**src/rtl/adc_seq_pkg.sv**
```systemverilog
// Shared types for the ADC scan sequencer: scheduler states, result tag and default NOP word.
package adc_seq_pkg;

  typedef enum logic [1:0] {
    IDLE  = 2'd0,
    CFG   = 2'd1,
    SCAN  = 2'd2,
    DRAIN = 2'd3
  } seq_state_t;

  // Tag channel field is sized for the largest supported channel count; users keep the low CH_W bits.
  localparam int TAG_CH_W = 8;

  typedef struct packed {
    logic                valid;
    logic                host;
    logic [TAG_CH_W-1:0] ch;
  } tag_t;

  localparam logic [15:0] NOP_WORD_DEF = 16'h0000;

endpackage

```
**src/rtl/adc_scan_sequencer_if.sv**
```systemverilog
// Command and result links between the scan sequencer (master) and the ADC frame engine (slave).
interface adc_scan_sequencer_if;
  // cmd: a word transfers on any sclk edge where cmd_valid && cmd_ready; cmd_word holds until then.
  // res: res_valid is a single-cycle pulse qualifying res_data; there is no backpressure.
  logic        cmd_valid;
  logic [15:0] cmd_word;
  logic        cmd_ready;
  logic        res_valid;
  logic [15:0] res_data;

  modport master (
    output cmd_valid, cmd_word,
    input  cmd_ready, res_valid, res_data
  );

  modport slave (
    input  cmd_valid, cmd_word,
    output cmd_ready, res_valid, res_data
  );
endinterface

```
**src/rtl/adc_tag_pipe.sv**
```systemverilog
// Tag shift register matching the ADC conversion latency; the oldest stage tags each returned result.
module adc_tag_pipe
  import adc_seq_pkg::*;
#(
  parameter int LATENCY = 2
) (
  input  logic sclk,
  input  logic rst,
  input  logic shift,
  input  tag_t tag_in,
  input  logic res_valid,
  output tag_t res_tag,
  output logic res_hit,
  output logic res_drop
);

  tag_t stage_q [LATENCY+1];

  always_ff @(posedge sclk or posedge rst) begin
    if (rst) begin
      for (int i = 0; i <= LATENCY; i++) stage_q[i] <= '0;
    end else if (shift) begin
      stage_q[0] <= tag_in;
      for (int i = 1; i <= LATENCY; i++) stage_q[i] <= stage_q[i-1];
    end
  end

  // Lookup reads the registered stage, so a result coinciding with a shift sees the pre-shift tag.
  assign res_tag  = stage_q[LATENCY];
  assign res_hit  = res_valid & res_tag.valid;
  assign res_drop = res_valid & ~res_tag.valid;

endmodule

```
**src/rtl/adc_scan_sequencer.sv**
```systemverilog
// ADC command scheduler: config word, round-robin channel scan with host insertion, result tagging.
// Optional ADC_SCAN_SEQ_STATS_EN adds saturating stat_drop / stat_host counters.
module adc_scan_sequencer
  import adc_seq_pkg::*;
#(
  parameter int          NUM_CH   = 8,
  parameter int          CH_W     = 3,
  parameter int          CH_LSB   = 7,
  parameter int          LATENCY  = 2,
  parameter logic [15:0] NOP_WORD = NOP_WORD_DEF
) (
  input  logic                sclk,
  input  logic                rst,
  input  logic                enable,
  input  logic [15:0]         cfg_word,
  input  logic [NUM_CH-1:0]   ch_mask,
  input  logic                host_req,
  input  logic [15:0]         host_word,
  output logic                host_ack,
  adc_scan_sequencer_if.master adc,
  output logic                out_valid,
  output logic [15:0]         out_data,
  output logic [CH_W-1:0]     out_ch,
  output logic                out_host,
  output logic                busy,
  output logic                seq_err,
`ifdef ADC_SCAN_SEQ_STATS_EN
  output logic [15:0]         stat_drop,
  output logic [15:0]         stat_host,
`endif
  output seq_state_t          dbg_state
);

  localparam int DRAIN_W = (LATENCY > 1) ? $clog2(LATENCY) : 1;
  localparam logic [DRAIN_W-1:0] DRAIN_LAST = DRAIN_W'(LATENCY - 1);
  localparam int FILL_W = $clog2(LATENCY + 2);
  localparam logic [FILL_W-1:0] FILL_MAX = FILL_W'(LATENCY + 1);

  seq_state_t        state_q, state_d;
  logic              cmd_valid_q;
  logic [15:0]       cmd_word_q, cmd_word_d;
  tag_t              tag_q, tag_d;
  logic              host_q, host_d;
  logic [CH_W-1:0]   ptr_q, ptr_d;
  logic [DRAIN_W-1:0] drain_q, drain_d;
  logic              hs;
  logic              load_cfg, pick_host, pick_scan;
  logic              scan_hit;
  logic [CH_W-1:0]   scan_ch, scan_cand;
  logic [15:0]       scan_word;
  tag_t              res_tag;
  logic              res_hit, res_drop;
  logic              res_seen_q;
  logic [FILL_W-1:0] fill_q;
  logic              err_set;

  assign hs            = cmd_valid_q & adc.cmd_ready;
  assign adc.cmd_valid = cmd_valid_q;
  assign adc.cmd_word  = cmd_word_q;
  // host_q marks that the word on offer is a host word, so the ack lands on its own transfer.
  assign host_ack      = hs & host_q;
  assign busy          = (state_q != IDLE);
  assign dbg_state     = state_q;

  // Next set mask bit strictly after ptr_q, wrapping; the smallest offset wins.
  always_comb begin
    scan_hit  = 1'b0;
    scan_ch   = ptr_q;
    scan_cand = '0;
    for (int i = NUM_CH; i >= 1; i--) begin
      scan_cand = CH_W'((int'(ptr_q) + i) % NUM_CH);
      if (ch_mask[scan_cand]) begin
        scan_hit = 1'b1;
        scan_ch  = scan_cand;
      end
    end
  end

  always_comb begin
    scan_word                   = cfg_word;
    scan_word[CH_LSB +: CH_W]   = scan_ch;
  end

  // Everything below only moves at a handshake: it picks the word for the following frame.
  always_comb begin
    state_d    = state_q;
    cmd_word_d = cmd_word_q;
    tag_d      = tag_q;
    host_d     = host_q;
    ptr_d      = ptr_q;
    drain_d    = drain_q;
    load_cfg   = 1'b0;
    pick_host  = 1'b0;
    pick_scan  = 1'b0;
    if (hs) begin
      cmd_word_d = NOP_WORD;
      tag_d      = '0;
      host_d     = 1'b0;
      unique case (state_q)
        IDLE: begin
          if (enable) begin
            state_d  = CFG;
            load_cfg = 1'b1;
          end else begin
            pick_host = 1'b1;
          end
        end
        CFG: begin
          state_d   = SCAN;
          pick_host = 1'b1;
          pick_scan = 1'b1;
        end
        SCAN: begin
          if (!enable) begin
            state_d = DRAIN;
            drain_d = '0;
          end else begin
            pick_host = 1'b1;
            pick_scan = 1'b1;
          end
        end
        DRAIN: begin
          if (enable) begin
            state_d  = CFG;
            load_cfg = 1'b1;
          end else if (drain_q == DRAIN_LAST) begin
            state_d = IDLE;
          end else begin
            drain_d = drain_q + 1'b1;
          end
        end
      endcase

      if (load_cfg) begin
        cmd_word_d = cfg_word;
        tag_d.valid = 1'b1;
        tag_d.host  = 1'b1;
        ptr_d      = CH_W'(NUM_CH - 1);
      end else if (pick_host && host_req && !host_q) begin
        cmd_word_d  = host_word;
        tag_d.valid = 1'b1;
        tag_d.host  = 1'b1;
        host_d      = 1'b1;
      end else if (pick_scan && scan_hit) begin
        cmd_word_d         = scan_word;
        tag_d.valid        = 1'b1;
        tag_d.ch[CH_W-1:0] = scan_ch;
        ptr_d              = scan_ch;
      end
    end
  end

  always_ff @(posedge sclk or posedge rst) begin
    if (rst) begin
      state_q     <= IDLE;
      cmd_valid_q <= 1'b0;
      cmd_word_q  <= NOP_WORD;
      tag_q       <= '0;
      host_q      <= 1'b0;
      ptr_q       <= CH_W'(NUM_CH - 1);
      drain_q     <= '0;
    end else begin
      state_q     <= state_d;
      cmd_valid_q <= 1'b1;
      cmd_word_q  <= cmd_word_d;
      tag_q       <= tag_d;
      host_q      <= host_d;
      ptr_q       <= ptr_d;
      drain_q     <= drain_d;
    end
  end

  adc_tag_pipe #(.LATENCY(LATENCY)) u_tag_pipe (
    .sclk      (sclk),
    .rst       (rst),
    .shift     (hs),
    .tag_in    (tag_q),
    .res_valid (adc.res_valid),
    .res_tag   (res_tag),
    .res_hit   (res_hit),
    .res_drop  (res_drop)
  );

  // A result coinciding with a handshake belongs to the interval before that handshake.
  assign err_set = (adc.res_valid & res_seen_q) |
                   (hs & (fill_q == FILL_MAX) & ~(res_seen_q | adc.res_valid));

  always_ff @(posedge sclk or posedge rst) begin
    if (rst) begin
      out_valid  <= 1'b0;
      out_data   <= '0;
      out_ch     <= '0;
      out_host   <= 1'b0;
      res_seen_q <= 1'b0;
      fill_q     <= '0;
      seq_err    <= 1'b0;
    end else begin
      out_valid <= res_hit;
      if (res_hit) begin
        out_data <= adc.res_data;
        out_ch   <= res_tag.ch[CH_W-1:0];
        out_host <= res_tag.host;
      end
      res_seen_q <= hs ? 1'b0 : (res_seen_q | adc.res_valid);
      if (hs && (fill_q != FILL_MAX)) fill_q <= fill_q + 1'b1;
      if (err_set) seq_err <= 1'b1;
    end
  end

`ifdef ADC_SCAN_SEQ_STATS_EN
  always_ff @(posedge sclk or posedge rst) begin
    if (rst) begin
      stat_drop <= '0;
      stat_host <= '0;
    end else begin
      if (res_drop && (stat_drop != 16'hFFFF)) stat_drop <= stat_drop + 16'd1;
      if (host_ack && (stat_host != 16'hFFFF)) stat_host <= stat_host + 16'd1;
    end
  end
`endif

endmodule
```
**src/flat_wrapper.sv**
```systemverilog
// flat-port wrapper written by rule: the top's interface ports become plain ports
module adc_scan_sequencer_flat import adc_seq_pkg::*;
#(
  parameter int          NUM_CH   = 8,
  parameter int          CH_W     = 3,
  parameter int          CH_LSB   = 7,
  parameter int          LATENCY  = 2,
  parameter logic [15:0] NOP_WORD = NOP_WORD_DEF
)
  (sclk, rst, enable, cfg_word, ch_mask, host_req, host_word, host_ack, out_valid, out_data, out_ch, out_host, busy, seq_err, dbg_state, adc_cmd_valid, adc_cmd_word, adc_cmd_ready, adc_res_valid, adc_res_data);
  adc_scan_sequencer_if adc_i ();
  input  logic sclk;
  input  logic rst;
  input  logic enable;
  input  logic [15:0] cfg_word;
  input  logic [NUM_CH-1:0] ch_mask;
  input  logic host_req;
  input  logic [15:0] host_word;
  output logic host_ack;
  output logic out_valid;
  output logic [15:0] out_data;
  output logic [CH_W-1:0] out_ch;
  output logic out_host;
  output logic busy;
  output logic seq_err;
  output seq_state_t dbg_state;
  output wire logic [$bits(adc_i.cmd_valid)-1:0] adc_cmd_valid;
  output wire logic [$bits(adc_i.cmd_word)-1:0] adc_cmd_word;
  input wire logic [$bits(adc_i.cmd_ready)-1:0] adc_cmd_ready;
  input wire logic [$bits(adc_i.res_valid)-1:0] adc_res_valid;
  input wire logic [$bits(adc_i.res_data)-1:0] adc_res_data;
  assign adc_cmd_valid = adc_i.cmd_valid;
  assign adc_cmd_word = adc_i.cmd_word;
  assign adc_i.cmd_ready = adc_cmd_ready;
  assign adc_i.res_valid = adc_res_valid;
  assign adc_i.res_data = adc_res_data;
  adc_scan_sequencer #(.NUM_CH(NUM_CH), .CH_W(CH_W), .CH_LSB(CH_LSB), .LATENCY(LATENCY), .NOP_WORD(NOP_WORD)) u_core (.sclk(sclk), .rst(rst), .enable(enable), .cfg_word(cfg_word), .ch_mask(ch_mask), .host_req(host_req), .host_word(host_word), .host_ack(host_ack), .adc(adc_i), .out_valid(out_valid), .out_data(out_data), .out_ch(out_ch), .out_host(out_host), .busy(busy), .seq_err(seq_err), .dbg_state(dbg_state));
endmodule
```
**config.mk**
```make
export PLATFORM = sky130hd
export DESIGN_NAME = adc_scan_sequencer_flat
export DESIGN_NICKNAME = d
export VERILOG_FILES = /design/src/rtl/adc_seq_pkg.sv /design/src/rtl/adc_scan_sequencer_if.sv /design/src/rtl/adc_tag_pipe.sv /design/src/rtl/adc_scan_sequencer.sv /design/src/flat_wrapper.sv
export SDC_FILE = /design/constraint.sdc
export NUM_CORES = 1
export LEC_CHECK = 0
export CAP_MARGIN = 20
export CELL_PAD_IN_SITES_DETAIL_PLACEMENT = 1
export CELL_PAD_IN_SITES_GLOBAL_PLACEMENT = 2
export CORE_MARGIN = 5
export CORE_UTILIZATION = 32
export CTS_CLUSTER_DIAMETER = 200
export DETAILED_ROUTE_END_ITERATION = 12
export HOLD_SLACK_MARGIN = 0.03
export PLACE_DENSITY_LB_ADDON = 0.1
export SYNTH_ARGS = -nofsm -noshare
export SYNTH_HDL_FRONTEND = slang
export SYNTH_SLANG_ARGS = --single-unit
```
**constraint.sdc**
```tcl
create_clock -name sclk -period 8.03 [get_ports sclk]
set_clock_uncertainty 0.2 [all_clocks]
set_input_delay 1.606 -clock sclk [delete_from_list [all_inputs] [get_ports sclk]]
set_output_delay 1.606 -clock sclk [all_outputs]
set_load 0.03 [all_outputs]
```
# Yosys cells after proc, flatten, opt, wreduce, memory -nomap -nowiden
# Index checks and enable logic that the tools add are counted.
# word_totals
ff_bits	69
inputBits	62
elab_cells	139
# op_classes
add_sub_neg	10
n_lt_le_gt_ge	8
eq_ne	10
mux	64
bitwise	9
reduce_logical	13
# op_table
operator	n
two-way mux 16 bit	3
two-way mux 3 bit	14
less-than comparator 3 x 4 -> 1 bit, second input constant	8
two-way mux 1 bit	30
binary-select mux 1 bit (select 3 bit)	8
adder 3 bit, second input constant	4
two-way mux 2 bit	5
!= test 2 bit, second input constant	4
case mux 2 bit (4 select lines)	1
AND reduction 4 bit	2
adder 3 x 1 -> 3 bit, second input constant	2
adder 3 x 2 -> 3 bit, second input constant	2
AND 1 bit	6
equality test 2 bit, second input constant	3
nonzero test 2 bit	3
logical AND 1 bit	4
case mux 1 bit (2 select lines)	2
!= test 3 x 2 -> 1 bit, second input constant	1
case mux 1 bit (3 select lines)	1
AND reduction 3 bit	1
adder 2 x 1 -> 2 bit, second input constant	1
equality test 2 x 1 -> 1 bit, second input constant	1
logical NOT 2 bit	1
!= test 2 x 1 -> 1 bit, second input constant	1
other kinds (5)	6

# Depth between registers and ports, before layout
# logic_depth
ltp_word	15
ltp_mapped	12
depth_no_buf	8

# Modules after synthesis
# A second synthesis with hierarchy kept.
# hier_totals
hier_cells	344
area_unflattened_um2	4409.2
# modules_own_cells
mod	instances	cells_per_inst	area_each_um2	seq_area_each_um2
adc_scan_sequencer	1	268	3083.0	1355.0
adc_tag_pipe	1	76	1326.3	750.7

# Worst setup path before layout
# Ideal clock, no wire load.
# synth_path
path_kind	input to output
from	input adc_cmd_ready
to	output host_ack
arrival_ns	1.918
t_required_ns	6.224
setup_slack_ns	4.306
path_stages	1
path_buffers	0
cell_sequence	and3_1
# synth_between
elab_chain_cells	2
# synth_lines
element	line_no	rtl
start: declaration	flat_wrapper.sv:29	input wire logic [$bits(adc_i.cmd_ready)-1:0] adc_cmd_ready;
AND 1 bit	adc_scan_sequencer.sv:57	assign hs = cmd_valid_q & adc.cmd_ready;
AND 1 bit	adc_scan_sequencer.sv:61	assign host_ack = hs & host_q;
end: declaration	flat_wrapper.sv:19	output logic host_ack;
# No other way between the ends.

# Worst setup path after layout
# Same ends and word-level chain as after synthesis.

==> impl_metrics.json <==
{
  "rr_endpoint": "u_core.adc.cmd_word[10]",
  "finalSetupTns_ns": 0,
  "grt_pass1_vias": 3142,
  "die_y_um": 116,
  "rsz0062_at_grt": "false",
  "min_period_ns": 4.72,
  "chipWidth_um": 116,
  "yosys-top-cells-count": "dfrtp_1, nand2_1, mux2_2, a21o_1, a22o_1",
  "r2r_slack_ns": 4.13,
  "synth_cells": 326,
  "reg2reg_depth": 8,
  "worstPathMaxFanout": 3,
  "slew_violations": 0,
  "rows": 38,
  "cts_max_level": 3,
  "crit_path_max_incr_delay_ns": 0.66,
  "synth_edf_count": 0,
  "clkSinkCount": 69,
  "io_buffers": 104,
  "multi_input_area_mm2": 0.00178,
  "syn-cell-area_mm2": 0.00363,
  "place_congestion": 0.830,
  "cts_buffer_depth": 2,
  "postCtsHoldBufs": 0,
  "grt_start_max_net_pins": 70,
  "drt-wirelength-per-cell_um": 17.2,
  "r2r_start": "u_core.ptr_q[0]",
  "worstHoldPathType": "reg -> reg",
  "crit_type": "in -> out",
  "cap_violations": 0,
  "cp-start-kind": "primary input",
  "netlist_top_cells_area": "dfrtp_1, mux2_2, nand2_1",
  "setup_viol": 0,
  "dpl.hpwl_mm": 7.17,
  "crit_arrival_ns": 2.92,
  "post_cts_resized": 0,
  "die_area_mm2": 0.0136,
  "worst-path-buf-inv": 2,
  "drive_gt1_frac": 0.139,
  "vdd.ir_drop.worst_mv": 0.188,
  "slowest_stage": "clkdlybuf4s50_1",
  "start_util": 0.330,
  "relSlewSlack": 0.406,
  "path_depth": 3,
  "post-cts-setup-buffers": 0,
  "synth_top_cell_by_area": "dfrtp_1",
  "worstPathRequired_ns": 6.22,
  "max_freq_mhz": 212,
  "boundaryPins": 105,
  "wirelength_mm": 9.88,
  "ys.flop_type": "dfrtp_1",
  "cts_root_buf": "clkbuf_16",
  "critPathTopFamily": "buffers and inverters",
  "end_kind": "output pin",
  "ys_warn_count": 0,
  "yosysTopAreaCellShare": 0.455,
  "drtIter0Drc": 93,
  "worst_pin_slew_ns": 0.891,
  "async_flop_share": 1.00,
  "postSynthAreaPerCell_um2": 11.1,
  "crit_path_start": "adc_cmd_ready",
  "ys_seq_elements": 69,
  "busiest_layer": "met2",
  "area_delta_synth_final_pct": 40.3,
  "cts_tree": "done",
  "clkTransAtPathRegs_ns": 0.05,
  "drc_errors": 0,
  "fin_util": 0.463,
  "grt_util_met1": 0.184,
  "ys_types": 56,
  "crit_path_end": "host_ack",
  "synth_nets": 396,
  "nNetsFinal": 498,
  "met3_usage": 0.0399,
  "avgViaCountPerCell": 5.09,
  "grtUsageMet2": 0.257,
  "core_mm2": 0.0110,
  "grt_use_total": 0.150,
  "powerDensity_mw_per_mm2": 410,
  "fin_crit_sh": 0.588,
  "p_leak_nw": 2.33,
  "grt-ovfl-total": 0,
  "dr.pass1.iters": 4,
  "antenna_found_initial": 0,
  "antenna_cells": 0,
  "status": "complete, no violations",
  "crit_path_frequent_cell": "clkdlybuf4s50_1",
  "vias": 2915,
  "ys_seq_area_frac": 0.477,
  "crit_chain": "clkdlybuf4s50_1 > and3_1 > clkdlybuf4s50_1",
  "grt_pass1_wl_mm": 15.9,
  "detail-route-antenna-nets": 0,
  "regArea_mm2": 0.00173,
  "clock_latency_ns": 0.33,
  "numCtsBuffers": 9,
  "finalHoldViolCount": 0,
  "nFillCells": 1228
}
## layer usage
metal,vias to the layer above,wire [um]
met1,1443,4160
li1,1384,-
met2,75,5060
met4,0,116
met3,13,550
met5,-,0
## worst min path at each step
stage	from	to	cells past startpoint
after floorplan	u_core.u_tag_pipe.stage_q[10]	u_core.u_tag_pipe.res_tag[0]	2
after global placement	u_core.u_tag_pipe.stage_q[19]	u_core.u_tag_pipe.res_tag[9]	2
after detailed placement	u_core.u_tag_pipe.stage_q[22]	u_core.u_tag_pipe.stage_q[12]	2
after CTS	u_core.u_tag_pipe.stage_q[22]	u_core.u_tag_pipe.stage_q[12]	2
after global routing	u_core.u_tag_pipe.stage_q[10]	u_core.u_tag_pipe.res_tag[0]	2
final	u_core.u_tag_pipe.stage_q[22]	u_core.u_tag_pipe.stage_q[12]	2
## cell type report
type                    count  share of cell area
clock inverters             6              0.0123
clock buffers              10              0.0470
inverters                   9             0.00664
well taps                 140              0.0344
repair buffers            108               0.211
multi-input cells         231               0.349
flip-flops and latches     69               0.340
## flip-flops by register name (all words and copies together), names as in the netlist
register                   cells
u_core.drain_q                 1
u_core.fill_q                  2
u_core.out_valid               1
u_core.out_data               16
u_core.res_seen_q              1
u_core.dbg_state               2
u_core.ptr_q                   3
u_core.adc.cmd_valid           1
u_core.u_tag_pipe.res_tag      5
u_core.seq_err                 1
u_core.host_q                  1
u_core.u_tag_pipe.stage_q     10
u_core.tag_q                   5
u_core.out_ch                  3
u_core.adc.cmd_word           16
u_core.out_host                1
## report_power, final
group / internal (mW) / leakage (nW) / switching (mW)
sequential: 0.500 / 0.859 / 0.110
combinational: 0.496 / 1.32 / 0.581
clock: 0.248 / 0.152 / 0.150
## logic make-up after synthesis
group,count (synthesis),synth area share
multiplexers,41,0.168
other,1,0.00103
buffers and inverters,26,0.0335
flip-flops,69,0.477
XOR/XNOR,7,0.0169
AND/OR/NAND/NOR,99,0.121
adder cells (fa/ha/maj),8,0.0276
AO/OA/AOI/OAI,75,0.155
## metrics by stage
stage / cells / instance area (um^2) / worst slack [ns] / power [mW] / hold WS (ns)
6_report: 573 / 5090 / 3.31 / 2.09 / 0.261
5_1_grt: 573 / 5090 / 3.27 / 2.23 / 0.286
4_1_cts: 573 / 5090 / 3.30 / 2.12 / 0.264
3_5_place_dp: 557 / 4790 / 3.31 / 1.71 / 0.250
3_3_place_gp: 557 / 4790 / 3.31 / 1.68 / 0.248
2_1_floorplan: 326 / 3630 / 4.31 / 1.33 / 0.239
## worst register-to-register path: stages (launching register included)
cell      delay, ns
dfstp_2        0.75
clkinv_1       0.30
ha_1           0.58
mux4_2         0.64
nor4_1         0.32
a21oi_1        0.16
nand2b_1       0.29
o21ai_2        0.29
a21o_1         0.26
## placed cells by master (no fill, tap or decap), types with 2 or more instances in the layout
| master | synthesis | routed |
|---|---|---|
| nand3_1 | 4 | 4 |
| o22a_1 | 2 | 2 |
| ha_1 | 8 | 8 |
| nor4_1 | 4 | 4 |
| xor2_1 | 4 | 4 |
| o22ai_1 | 3 | 3 |
| dfstp_2 | 3 | 3 |
| and2_1 | 2 | 2 |
| buf_4 | 1 | 4 |
| a31oi_1 | 2 | 2 |
| nor2_1 | 8 | 8 |
| mux4_1 | 5 | 5 |
| clkbuf_16 | 0 | 9 |
| o21ai_0 | 9 | 9 |
| clkinv_2 | 0 | 3 |
| mux2i_1 | 6 | 6 |
| dfrtp_1 | 66 | 66 |
| mux4_2 | 6 | 6 |
| o21a_1 | 3 | 3 |
| nor2b_1 | 3 | 3 |
| mux2_2 | 23 | 23 |
| inv_1 | 8 | 7 |
| a22o_1 | 15 | 15 |
| clkinv_4 | 0 | 2 |
| nand2_1 | 66 | 66 |
| a21oi_1 | 7 | 7 |
| a21o_1 | 16 | 16 |
| a221oi_1 | 3 | 3 |
| xnor2_1 | 3 | 3 |
| clkdlybuf4s50_1 | 0 | 104 |
| nor3b_1 | 2 | 2 |
| nand2b_1 | 4 | 4 |
No activity file was read; power rests on OpenSTA's default activity.
